$ cat src/rtl/fetch_pkg.sv
// Shared fetch-stage types and constants.
// Bubble/halt encodings and the IF/ID bundle.
package fetch_pkg;

  localparam int XLEN        = 64;
  localparam int ILEN        = 32;
  localparam int FETCH_BYTES = 4;

  localparam logic [ILEN-1:0] NOP_INSTR  = 32'h8b1f03ff;
  localparam logic [ILEN-1:0] HALT_INSTR = 32'hb400001f;

  typedef struct packed {
    logic [XLEN-1:0] pc;
    logic [ILEN-1:0] instr;
    logic            valid;
  } if_id_t;

  localparam if_id_t IF_ID_BUBBLE = '{
    pc:    '0,
    instr: NOP_INSTR,
    valid: 1'b0
  };

endpackage

$ cat src/rtl/if_id_reg.sv
// IF/ID pipeline register: flush beats enable.
// Ports: clk, rst_n, en, flush, d (if_id_t), q (if_id_t).
module if_id_reg
  import fetch_pkg::*;
(
  input  logic   clk,
  input  logic   rst_n,
  input  logic   en,
  input  logic   flush,
  input  if_id_t d,
  output if_id_t q
);

  always_ff @(posedge clk or negedge rst_n) begin
    if (!rst_n) begin
      q <= IF_ID_BUBBLE;
    end else if (flush) begin
      q <= IF_ID_BUBBLE;
    end else if (en) begin
      q <= d;
    end
  end

endmodule

$ cat src/rtl/fetch_unit.sv
// Instruction fetch: PC, ROM address, IF/ID capture.
// Ports: clk, reset_n, imem_addr/imem_q (ROM), stall_f,
// redirect/redirect_target, if_pc/if_instr/if_valid,
// halted, fetch_fault.
module fetch_unit
  import fetch_pkg::*;
#(
  parameter int N  = 64,
  parameter int IW = 32,
  parameter int AW = 7
) (
  input  logic          clk,
  input  logic          reset_n,
  output logic [AW-1:0] imem_addr,
  input  logic [IW-1:0] imem_q,
  input  logic          stall_f,
  input  logic          redirect,
  input  logic [N-1:0]  redirect_target,
  output logic [N-1:0]  if_pc,
  output logic [IW-1:0] if_instr,
  output logic          if_valid,
  output logic          halted,
  output logic          fetch_fault
);

  logic [N-1:0] pc_f;
  logic [N-1:0] pc_n;
  logic         halted_n;
  logic         fault_n;
  logic         illegal;
  logic         frozen;
  logic         en;
  logic         flush;
  if_id_t       d;
  if_id_t       q;

  logic sel_frz;
  logic sel_rd;
  logic sel_st;
  logic sel_il;
  logic sel_run;

  assign imem_addr = pc_f[AW+1:2];

  assign illegal = (|pc_f[N-1:AW+2]) | (|pc_f[1:0]);
  assign frozen  = halted | fetch_fault;

  // One-hot priority: frozen > redirect > stall > fault > run.
  assign sel_frz = frozen;
  assign sel_rd  = !frozen && redirect;
  assign sel_st  = !frozen && !redirect && stall_f;
  assign sel_il  = !frozen && !redirect && !stall_f
                   && illegal;
  assign sel_run = !frozen && !redirect && !stall_f
                   && !illegal;

  always_comb begin
    pc_n     = pc_f;
    halted_n = halted;
    fault_n  = fetch_fault;
    en       = 1'b0;
    flush    = 1'b0;
    d.pc     = pc_f;
    d.instr  = imem_q;
    d.valid  = 1'b1;
    unique case (1'b1)
      sel_frz: begin
        flush = 1'b1;
      end
      sel_rd: begin
        pc_n  = redirect_target;
        flush = 1'b1;
      end
      sel_st: begin
      end
      sel_il: begin
        fault_n = 1'b1;
        flush   = 1'b1;
      end
      sel_run: begin
        en   = 1'b1;
        pc_n = pc_f + N'(FETCH_BYTES);
        if (imem_q == HALT_INSTR)
          halted_n = 1'b1;
      end
      default: begin
      end
    endcase
  end

  always_ff @(posedge clk or negedge reset_n) begin
    if (!reset_n) begin
      pc_f        <= '0;
      halted      <= 1'b0;
      fetch_fault <= 1'b0;
    end else begin
      pc_f        <= pc_n;
      halted      <= halted_n;
      fetch_fault <= fault_n;
    end
  end

  if_id_reg u_if_id (
    .clk   (clk),
    .rst_n (reset_n),
    .en    (en),
    .flush (flush),
    .d     (d),
    .q     (q)
  );

  assign if_pc    = q.pc;
  assign if_instr = q.instr;
  assign if_valid = q.valid;

endmodule

$ cat config.mk
export PLATFORM = sky130hd
export DESIGN_NAME = fetch_unit
export DESIGN_NICKNAME = d
export VERILOG_FILES = /design/src/rtl/fetch_pkg.sv /design/src/rtl/if_id_reg.sv /design/src/rtl/fetch_unit.sv
export SDC_FILE = /design/constraint.sdc
export NUM_CORES = 1
export LEC_CHECK = 0
export ABC_CLOCK_PERIOD_IN_PS = 2400
export CAP_MARGIN = 15
export CORE_MARGIN = 2
export CORE_UTILIZATION = 45
export CTS_BUF_LIST = sky130_fd_sc_hd__clkbuf_4 sky130_fd_sc_hd__clkbuf_8 sky130_fd_sc_hd__clkbuf_16
export DETAILED_ROUTE_END_ITERATION = 12
export PLACE_DENSITY = 0.87
export SYNTH_ARGS = -nofsm -noshare
export SYNTH_HDL_FRONTEND = slang
export SYNTH_SLANG_ARGS = --single-unit
export TNS_END_PERCENT = 1
$ cat constraint.sdc
create_clock -name clk -period 2.4 [get_ports clk]
set_input_delay 0.48 -clock clk [delete_from_list [all_inputs] [get_ports clk]]
set_output_delay 0.48 -clock clk [all_outputs]
set_load 0.02 [all_outputs]
==> impl_metrics.csv, run 1 <==
group,metric,value,unit
clocking,cts.repair.resized,0,
setup_path,worst-path-max-fanout,12,
clocking,clock-sinks,163,
synthesis,synth_fp_nets,659,
synthesis,synth_compound_area_frac,0.0758,
synthesis,syn_area,6240,um^2
floorplan,fp.dieH,122,um
detailed_routing,wl_per_cell,17.6,um
synthesis,synth_top_flop_cell,"dfrtp_1",
hold_path,hold_class,"in2async",
run_status,status,"complete, no violations",
global_route,antenna_found_initial,0,
final_layout,syn_to_final_growth,45.1,%
setup_path,end_kind,"flip-flop",
timing,max-slew-margin-rel,0.545,
timing,setup_slack,61.9,ps
floorplan,core_region_area,13700,um^2
place,place_hpwl,11700,um
setup_path,worstReg2RegStart,"pc_f[9]$_DFFE_PN0P_",
global_route,grtUsageMet2,0.373,
timing,slew_viol_final,0,
setup_path,cp_num_cells,5,
floorplan,start_util,0.455,
timing,finalSetupTns,0,ps
synthesis,yosysWarnings,0,
detailed_routing,final_antenna_net_count,0,
timing,fmax,428,MHz
final_layout,nets,858,
global_route,grt_busiest_layer,"met2",
clocking,postCtsSetupRepairBufs,0,
clocking,cts_tree,"done",
synthesis,async_reset_ff_frac,1.00,
synthesis,avgSynthCellArea,11.2,um^2
detailed_routing,drt-initial-drc-count,422,
timing,finalHoldViolCount,0,
synthesis,synth_fa_ha_area_frac,0.00201,
flow_run,maxCapViolCount,0,
detailed_routing,drc,0,
clocking,cts_buffers,17,
setup_path,r2r_cells,5,
pwr,peakVddDrop,0.465,mV
setup_path,crit_chain,"nor4_1 > nand4_1 > or4_4 > nor2_4 > a22o_1",
clocking,cts_root_buf,"clkbuf_16",
place,place.gp.congestion,0.938,
detailed_routing,vias,5086,
synthesis,synth-edff-count,0,
clocking,h-tree-depth,4,
timing,fin_crit,2340,ps
pwr,power.leakage,0.00445,uW
setup_path,critPathKind,"reg2reg",
global_route,grt_pass1_wl,26000,um
clocking,clockBufferDepth,2,
setup_path,path_buf_inv,0,
setup_path,worst_path_max_delay_cell,"or4_4",
pwr,finalPower,5690,uW
setup_path,cp_slowest_stage_delay,680,ps
synthesis,muxShareOfSynthArea,0,
synthesis,yosysTopAreaCellShare,0.578,
final_layout,stdcell_count,950,
setup_path,arrival,2690,ps
synthesis,synth-simple-area-share,0.231,
synthesis,synth_seq_cells,163,
setup_path,crit_required,2750,ps
place,place_inst,917,
synthesis,synth_top_family_by_area,"simple AND/OR/NAND/NOR gates",
global_route,grt_pass1_vias,5114,
global_route,met1_usage,0.283,
global_route,grt_overflow_total,0,
synthesis,yosysSeqAreaShare,0.658,
floorplan,chipWidth,122,um
timing,tightest_slew,681,ps
floorplan,io_pins,206,
final_layout,fill_cells,973,
global_route,met3_usage,0.0669,
synthesis,synth_top_cell_by_area,"dfrtp_1",
place,pre_cts_slack,21.1,ps
timing,clock_skew,8.69,ps
global_route,grt_max_degree,65,
detailed_routing,dr.pass1.iters,5,
synthesis,netlist_instances,558,
setup_path,start_kind,"flip-flop",
place,io_buffers,205,
clocking,path_clk_slew,60,ps
synthesis,synth_area_leaders,"dfrtp_1 (58%), nand2_1 (11%), dfstp_2 (8.0%)",
final_layout,diodes,0,
timing,setup_violations,0,
synthesis,ys_types,37,
floorplan,num_rows,43,
global_route,grt_usage,0.228,
setup_path,path_delay_family,"simple AND/OR/NAND/NOR gates",
setup_path,rrSetupSlack,60,ps
clocking,clkLatencyLatePin,410,ps
detailed_routing,viasPerCell,5.35,
synthesis,synth_xor_area_frac,0,
setup_path,r2r_end,"u_if_id.q[35]$_DFFE_PN0P_",
detailed_routing,drt_wl_total,16700,um
floorplan,dieArea,14800,um^2
final_layout,drive_gt1_frac,0.106,
pwr,power_density,628,nW/um^2
timing,min_period_over_period,0.974,
-- worst max-delay path by stage --
stage	startpoint	end	slack [ps]
finish	pc_f[9]$_DFFE_PN0P_	u_if_id.q[35]$_DFFE_PN0P_	60
global route	pc_f[9]$_DFFE_PN0P_	u_if_id.q[35]$_DFFE_PN0P_	-1
CTS	pc_f[9]$_DFFE_PN0P_	pc_f[7]$_DFFE_PN0P_	60
detailed placement	stall_f	pc_f[7]$_DFFE_PN0P_	20
global placement	stall_f	pc_f[8]$_DFFE_PN0P_	100
floorplan	pc_f[20]$_DFFE_PN0P_	pc_f[8]$_DFFE_PN0P_	480
-- layout make-up --
cell class                 instances  area (um^2)  share of cell area
multi-input combinational        354         1950               0.215
sequential                       163         4100               0.453
inverter                           3         11.3             0.00124
clock inverter                     8         58.8             0.00650
clock buffer                      24          532              0.0587
tap                              180          225              0.0249
timing repair buffer             218         2180               0.240
-- cells by family after synthesis --
family / after synthesis
AO/OA/AOI/OAI: 55
adder cells (fa/ha/maj): 1
buffers and inverters: 42
AND/OR/NAND/NOR: 297
flip-flops: 163
-- per-layer routing --
metal  part of all wire  wire, um
met1               0.40      6700
met2               0.51      8440
met5                  0         0
met3              0.066      1110
met4              0.026       433
-- flip-flops by register name (all words and copies together), names as in the netlist --
| register | flops |
|---|---|
| halted | 1 |
| u_if_id.q | 97 |
| fetch_fault | 1 |
| pc_f | 64 |
-- placed cells by master (no fill, tap or decap), types with 2 or more instances in the layout --
cell type and instances:
buf_4 11, clkdlybuf4s50_1 204, nor4_2 4, dfstp_2 19
nor4_1 16, dfrtp_1 144, nor2_1 6, clkbuf_8 3
clkbuf_16 19, a21oi_1 2, o211ai_1 8, and3_1 58
or2_2 2, clkbuf_4 2, o22a_1 19, a22o_2 2
nand2_1 184, nand4_1 4, inv_1 2, a22o_1 18
buf_12 2, inv_6 3, nor3_1 3, a221o_1 3
nand3_1 4, inv_4 4, and2_1 5
-- report_power, final --
part	internal (uW)	total (uW)	switching [uW]
logic	164	283	120
clock network	1570	2650	1080
registers	2750	2760	4.23
-- cell usage after synthesis (all sizes together) (2+ instances only) --
cell type  instances
o211ai             8
and2               6
nor4              21
or2                2
dfrtp            144
and3              58
nand2            185
o22a              19
a21oi              2
nand4              4
buf               16
dfstp             19
nand3              4
nor2               7
a221o              3
clkbuf            23
nor3               4
inv                3
a22o              20
-- through the flow --
stage,area [um^2],hold slack (ps),utilization
finish,9050,18.7,0.660
global route,9050,55.0,0.660
CTS,9040,47.7,0.659
detailed placement,8450,465,0.616
global placement,8450,459,0.616
floorplan,6240,184,-
-- repair_timing --
item,CTS,global route
setup endpoints to repair,0,22
hold endpoints to repair,0,0
hold buffers,0,0
Power figures use the tool's default switching activity.
==> inputs of run 2 (changes only) <==
--- a/config.mk
+++ b/config.mk
@@ -12,6 +12,7 @@
 export CTS_BUF_LIST = sky130_fd_sc_hd__clkbuf_4 sky130_fd_sc_hd__clkbuf_8 sky130_fd_sc_hd__clkbuf_16
 export DETAILED_ROUTE_END_ITERATION = 12
 export PLACE_DENSITY = 0.87
+export REMOVE_ABC_BUFFERS = 1
 export SYNTH_ARGS = -nofsm -noshare
 export SYNTH_HDL_FRONTEND = slang
 export SYNTH_SLANG_ARGS = --single-unit
==> impl_metrics.csv, run 2 (synthesized netlist as in run 1, its figures left out) <==
group,metric,value,unit
run_status,status,"complete, no violations",
setup_path,rrSetupSlack,140,ps
place,pre_cts_slack,19.1,ps
timing,setup_slack,141,ps
clocking,postCtsSetupRepairBufs,0,
timing,min_period_over_period,0.941,
timing,fin_crit,2260,ps
pwr,peakVddDrop,0.513,mV
flow_run,maxCapViolCount,0,
hold_path,hold_class,"in2async",
floorplan,start_util,0.455,
floorplan,core_region_area,13700,um^2
final_layout,nets,853,
floorplan,num_rows,43,
clocking,cts_buffers,17,
detailed_routing,vias,5003,
detailed_routing,dr.pass1.iters,4,
setup_path,crit_chain,"nor4_1 > nand4_1 > or4_4 > nor2_8 > a22o_1",
place,place.gp.congestion,0.822,
timing,finalHoldViolCount,0,
floorplan,dieArea,14800,um^2
timing,rsz0062_at_grt,"false",
timing,fmax,443,MHz
setup_path,end_kind,"flip-flop",
setup_path,arrival,2610,ps
timing,setup_violations,0,
setup_path,critPathKind,"reg2reg",
setup_path,start_kind,"flip-flop",
detailed_routing,drt-initial-drc-count,353,
final_layout,drive_gt1_frac,0.0995,
place,io_buffers,205,
setup_path,worst_path_max_delay_cell,"or4_4",
clocking,cts-hold-fix-buffers,0,
timing,clock_skew,7.06,ps
setup_path,path_delay_family,"simple AND/OR/NAND/NOR gates",
global_route,grt_pass1_vias,4971,
detailed_routing,wl_per_cell,16.5,um
floorplan,io_pins,206,
timing,slew_viol_final,0,
place,place_inst,913,
final_layout,largest_reg_flops,97,
final_layout,fill_cells,1032,
detailed_routing,drt_wl_total,15600,um
clocking,cts.repair.resized,0,
global_route,grt_pass1_wl,25000,um
clocking,clockBufferDepth,2,
setup_path,crit_required,2750,ps
final_layout,diodes,0,
timing,tightest_slew,693,ps
final_layout,final_cell_mix,"clkdlybuf4s50_1 (204), nand2_1 (184), dfrtp_1 (144)",
pwr,power_density,631,nW/um^2
final_layout,layout_commonest_cell,"clkdlybuf4s50_1",
clocking,path_clk_slew,60,ps
global_route,grt_overflow_total,0,
final_layout,stdcell_count,944,
final_layout,syn_to_final_growth,44.6,%
floorplan,chipWidth,122,um
global_route,grt_max_degree,63,
floorplan,fp.dieH,122,um
clocking,clock-sinks,163,
detailed_routing,viasPerCell,5.30,
clocking,clkLatencyLatePin,420,ps
final_layout,top_regs,"u_if_id.q (97), pc_f (64)",
detailed_routing,drc,0,
global_route,grt_usage,0.218,
setup_path,worst-path-max-fanout,25,
clocking,cts_root_buf,"clkbuf_16",
global_route,antenna_found_initial,0,
detailed_routing,final_antenna_net_count,0,
final_layout,largest-register,"u_if_id.q",
setup_path,path_buf_inv,0,
pwr,power.leakage,0.00442,uW
clocking,cts_tree,"done",
timing,max-slew-margin-rel,0.537,
setup_path,cp_slowest_stage_delay,630,ps
clocking,h-tree-depth,4,
place,place_hpwl,11000,um
run 2: cell types whose count changed in the layout (fill, tap and decap cells not counted):
cell | previous run | this run
buf_12 | 2 | 3
nor2_4 | 1 | 0
clkbuf_16 | 19 | 17
clkbuf_4 | 2 | 0
inv_6 | 3 | 4
clkinvlp_4 | 1 | 2
inv_4 | 4 | 0
buf_4 | 11 | 6
bufinv_16 | 0 | 2
clkinv_2 | 0 | 1
clkinv_4 | 0 | 4
clkbuf_8 | 3 | 1
run 2: worst reg2reg max path, cell delays in order, from the launching register on:
cell and delay [ps]:
dfrtp_1 380, nor4_1 320, nand4_1 290, or4_4 630, nor2_8 340, a22o_1 230
run 2: report_power, final:
group	switching, uW	internal, uW
Clock	1090	1570
Sequential	4.30	2750
Combinational	112	162
Total	1210	4480
run 2: final timing paths:
kind	startpoint	end	cells after the start
worst max-delay path	pc_f[10]$_DFFE_PN0P_	u_if_id.q[24]$_DFFE_PN0P_	5
worst min-delay path	reset_n	u_if_id.q[60]$_DFFE_PN0P_	1
worst max register to register	pc_f[10]$_DFFE_PN0P_	u_if_id.q[24]$_DFFE_PN0P_	5
worst min register to register	pc_f[46]$_DFFE_PN0P_	pc_f[46]$_DFFE_PN0P_	2
max in group asynchronous	reset_n	pc_f[16]$_DFFE_PN0P_	2
min in group clk	pc_f[46]$_DFFE_PN0P_	pc_f[46]$_DFFE_PN0P_	2
run 2: layout make-up:
class / count / area (um^2) / area share
well taps: 180 / 225 / 0.0250
multi-input cells: 353 / 1940 / 0.215
clock buffers: 18 / 439 / 0.0487
clock inverters: 13 / 150 / 0.0166
inverters: 3 / 11.3 / 0.00125
flip-flops and latches: 163 / 4100 / 0.455
repair buffers: 214 / 2160 / 0.239
run 2: per-layer routing:
metal	vias up	global-route usage	share of wire
li1	2300	-	-
met1	2454	0.265	0.40
met2	199	0.353	0.50
met3	50	0.0674	0.073
met4	0	0.111	0.033
met5	-	0	0
run 2: stage by stage:
step	total power (uW)	TNS [ps]	cell area (um^2)	util	hold WS (ps)
floorplan	2820	-78150	6040	-	184
global placement	3080	0	8430	0.615	456
detailed placement	3080	0	8430	0.615	465
CTS	5760	0	9020	0.658	14.7
global route	5910	0	9020	0.658	36.1
finish	5690	0	9020	0.658	13.3
==> inputs of run 3 (changes only) <==
--- a/config.mk
+++ b/config.mk
@@ -5,7 +5,7 @@
 export SDC_FILE = /design/constraint.sdc
 export NUM_CORES = 1
 export LEC_CHECK = 0
-export ABC_CLOCK_PERIOD_IN_PS = 2400
+export ABC_CLOCK_PERIOD_IN_PS = 2500
 export CAP_MARGIN = 15
 export CORE_MARGIN = 2
 export CORE_UTILIZATION = 45
==> constraint.sdc (replaced) <==
create_clock -name clk -period 2.5 [get_ports clk]
set_input_delay 0.5 -clock clk [delete_from_list [all_inputs] [get_ports clk]]
set_output_delay 0.5 -clock clk [all_outputs]
set_load 0.02 [all_outputs]
==> impl_metrics.csv, run 3 (synthesized netlist as in run 1, its figures left out) <==
group,metric,value,unit
setup_path,worst-path-max-fanout,25,
global_route,grt_usage,0.221,
floorplan,io_pins,206,
final_layout,drive_gt1_frac,0.104,
clocking,cts-hold-fix-buffers,0,
pwr,power_density,589,nW/um^2
timing,clock_skew,8.68,ps
clocking,cts.repair.resized,0,
detailed_routing,wl_per_cell,16.5,um
final_layout,layout_commonest_cell,"clkdlybuf4s50_1",
timing,finalHoldViolCount,0,
pwr,power.leakage,0.00440,uW
floorplan,core_region_area,13700,um^2
timing,fin_crit,2380,ps
final_layout,top_regs,"u_if_id.q (97), pc_f (64)",
detailed_routing,final_antenna_net_count,0,
setup_path,r2r_cells,5,
clocking,clockBufferDepth,2,
timing,setup_violations,0,
final_layout,largest-register,"u_if_id.q",
clocking,cts_tree,"done",
detailed_routing,drc,0,
hold_path,hold_class,"in2async",
floorplan,num_rows,43,
run_status,status,"complete, no violations",
setup_path,critPathKind,"reg2reg",
setup_path,worstReg2RegStart,"pc_f[10]$_DFFE_PN0P_",
place,place_hpwl,11000,um
floorplan,dieArea,14800,um^2
setup_path,r2r_end,"pc_f[8]$_DFFE_PN0P_",
setup_path,arrival,2660,ps
final_layout,largest_reg_flops,97,
flow_run,maxCapViolCount,0,
final_layout,design_area,8980,um^2
clocking,path_clk_slew,60,ps
floorplan,start_util,0.455,
clocking,cts_root_buf,"clkbuf_16",
global_route,grtUsageMet2,0.365,
timing,tightest_slew,657,ps
pwr,seq_power_share,0.500,
setup_path,rrSetupSlack,120,ps
timing,max-slew-margin-rel,0.561,
place,place_area,8430,um^2
setup_path,crit_required,2780,ps
pwr,net-switching-power,1180,uW
clocking,h-tree-depth,4,
clocking,clkLatencyLatePin,420,ps
timing,fmax,421,MHz
pwr,clkPwrFrac,0.451,
final_layout,final_cell_mix,"clkdlybuf4s50_1 (204), nand2_1 (184), dfrtp_1 (144)",
clocking,postCtsSetupRepairBufs,0,
setup_path,cp_slowest_stage_delay,630,ps
setup_path,crit_chain,"nor4_1 > nand4_1 > or4_4 > nor2_8 > o211ai_1",
setup_path,worstSetupEndpoint,"pc_f[8]$_DFFE_PN0P_",
detailed_routing,dr.pass1.iters,5,
pwr,combPwrFrac,0.050,
clocking,cts_buffers,17,
detailed_routing,drt_wl_total,15600,um
place,place.gp.congestion,0.802,
final_layout,diodes,0,
pwr,intPower,4120,uW
pwr,peakVddDrop,0.424,mV
pwr,finalPower,5290,uW
global_route,grt_pass1_vias,5057,
setup_path,worst_path_max_delay_cell,"or4_4",
timing,min_period_over_period,0.950,
detailed_routing,vias,4968,
final_layout,nets,856,
global_route,grt_max_degree,61,
global_route,grt_pass1_wl,25500,um
global_route,grt_busiest_layer,"met2",
detailed_routing,viasPerCell,5.24,
final_layout,syn_to_final_growth,44.0,%
setup_path,end_kind,"flip-flop",
pwr,p_sw_frac,0.222,
global_route,grt_overflow_total,0,
global_route,met1_usage,0.281,
timing,rsz0062_at_grt,"true",
floorplan,chipWidth,122,um
timing,holdWs,31.4,ps
global_route,met3_usage,0.0698,
setup_path,start_kind,"flip-flop",
timing,slew_viol_final,0,
global_route,antenna_found_initial,0,
clocking,clock-sinks,163,
place,io_buffers,205,
detailed_routing,drt-initial-drc-count,366,
setup_path,crit_start,"pc_f[10]$_DFFE_PN0P_",
floorplan,fp.dieH,122,um
-- run 3: cell types whose count changed in the layout (fill, tap and decap cells not counted), sizes merged --
cell	before	now
clkbuf	18	19
inv	7	5
bufinv	2	0
buf	10	13
clkinvlp	2	3
clkinv	5	8
-- run 3: worst max-delay path: cells and delay by family, from the launching register on --
family,cells,cell delay [ps]
and+or+nand+nor,4,1680
DFF,1,370
AOI/OAI and AO/OA,1,170
-- run 3: worst min-delay path by stage --
stage | startpoint | endpoint | slack, ps | cells after the start
6_report | reset_n | u_if_id.q[47]$_DFFE_PN0P_ | 30 | 1
5_1_grt | reset_n | u_if_id.q[47]$_DFFE_PN0P_ | 50 | 1
4_1_cts | reset_n | u_if_id.q[47]$_DFFE_PN0P_ | 50 | 1
3_5_place_dp | pc_f[40]$_DFFE_PN0P_ | pc_f[40]$_DFFE_PN0P_ | 460 | 2
3_3_place_gp | pc_f[44]$_DFFE_PN0P_ | pc_f[44]$_DFFE_PN0P_ | 460 | 2
2_1_floorplan | reset_n | fetch_fault$_DFFE_PN0P_ | 200 | 0
-- run 3: area by class of cell --
cell class | count | area (um^2)
Fill cell | 1018 | 4740
Sequential cell | 163 | 4100
Timing Repair Buffer | 217 | 2160
Multi-Input combinational cell | 353 | 1940
Clock buffer | 19 | 447
Tap cell | 180 | 225
Clock inverter | 13 | 106
Inverter | 3 | 11.3
-- run 3: layer usage --
| layer | wire, um | vias to the layer above |
|---|---|---|
| li1 | - | 2305 |
| met1 | 6390 | 2466 |
| met2 | 7930 | 174 |
| met3 | 1100 | 23 |
| met4 | 224 | 0 |
| met5 | 0 | - |
-- run 3: power by group through the flow --
stage	registers, uW	logic (uW)	clock network, uW
floorplan	2690	16.1	0
global placement	2690	261	0
detailed placement	2690	265	0
CTS	2650	266	2430
global route	2640	285	2570
finish	2650	262	2390
-- run 3: per-stage QoR --
step / setup TNS, ps / setup WS, ps / util / std cells
after floorplan: -69440 / -1320 / - / 519
after global placement: 0 / 120 / 0.615 / 916
after detailed placement: 0 / 79.5 / 0.615 / 916
after CTS: 0 / 132 / 0.655 / 948
after global routing: -1.68 / -1.68 / 0.655 / 948
final: 0 / 124 / 0.655 / 948
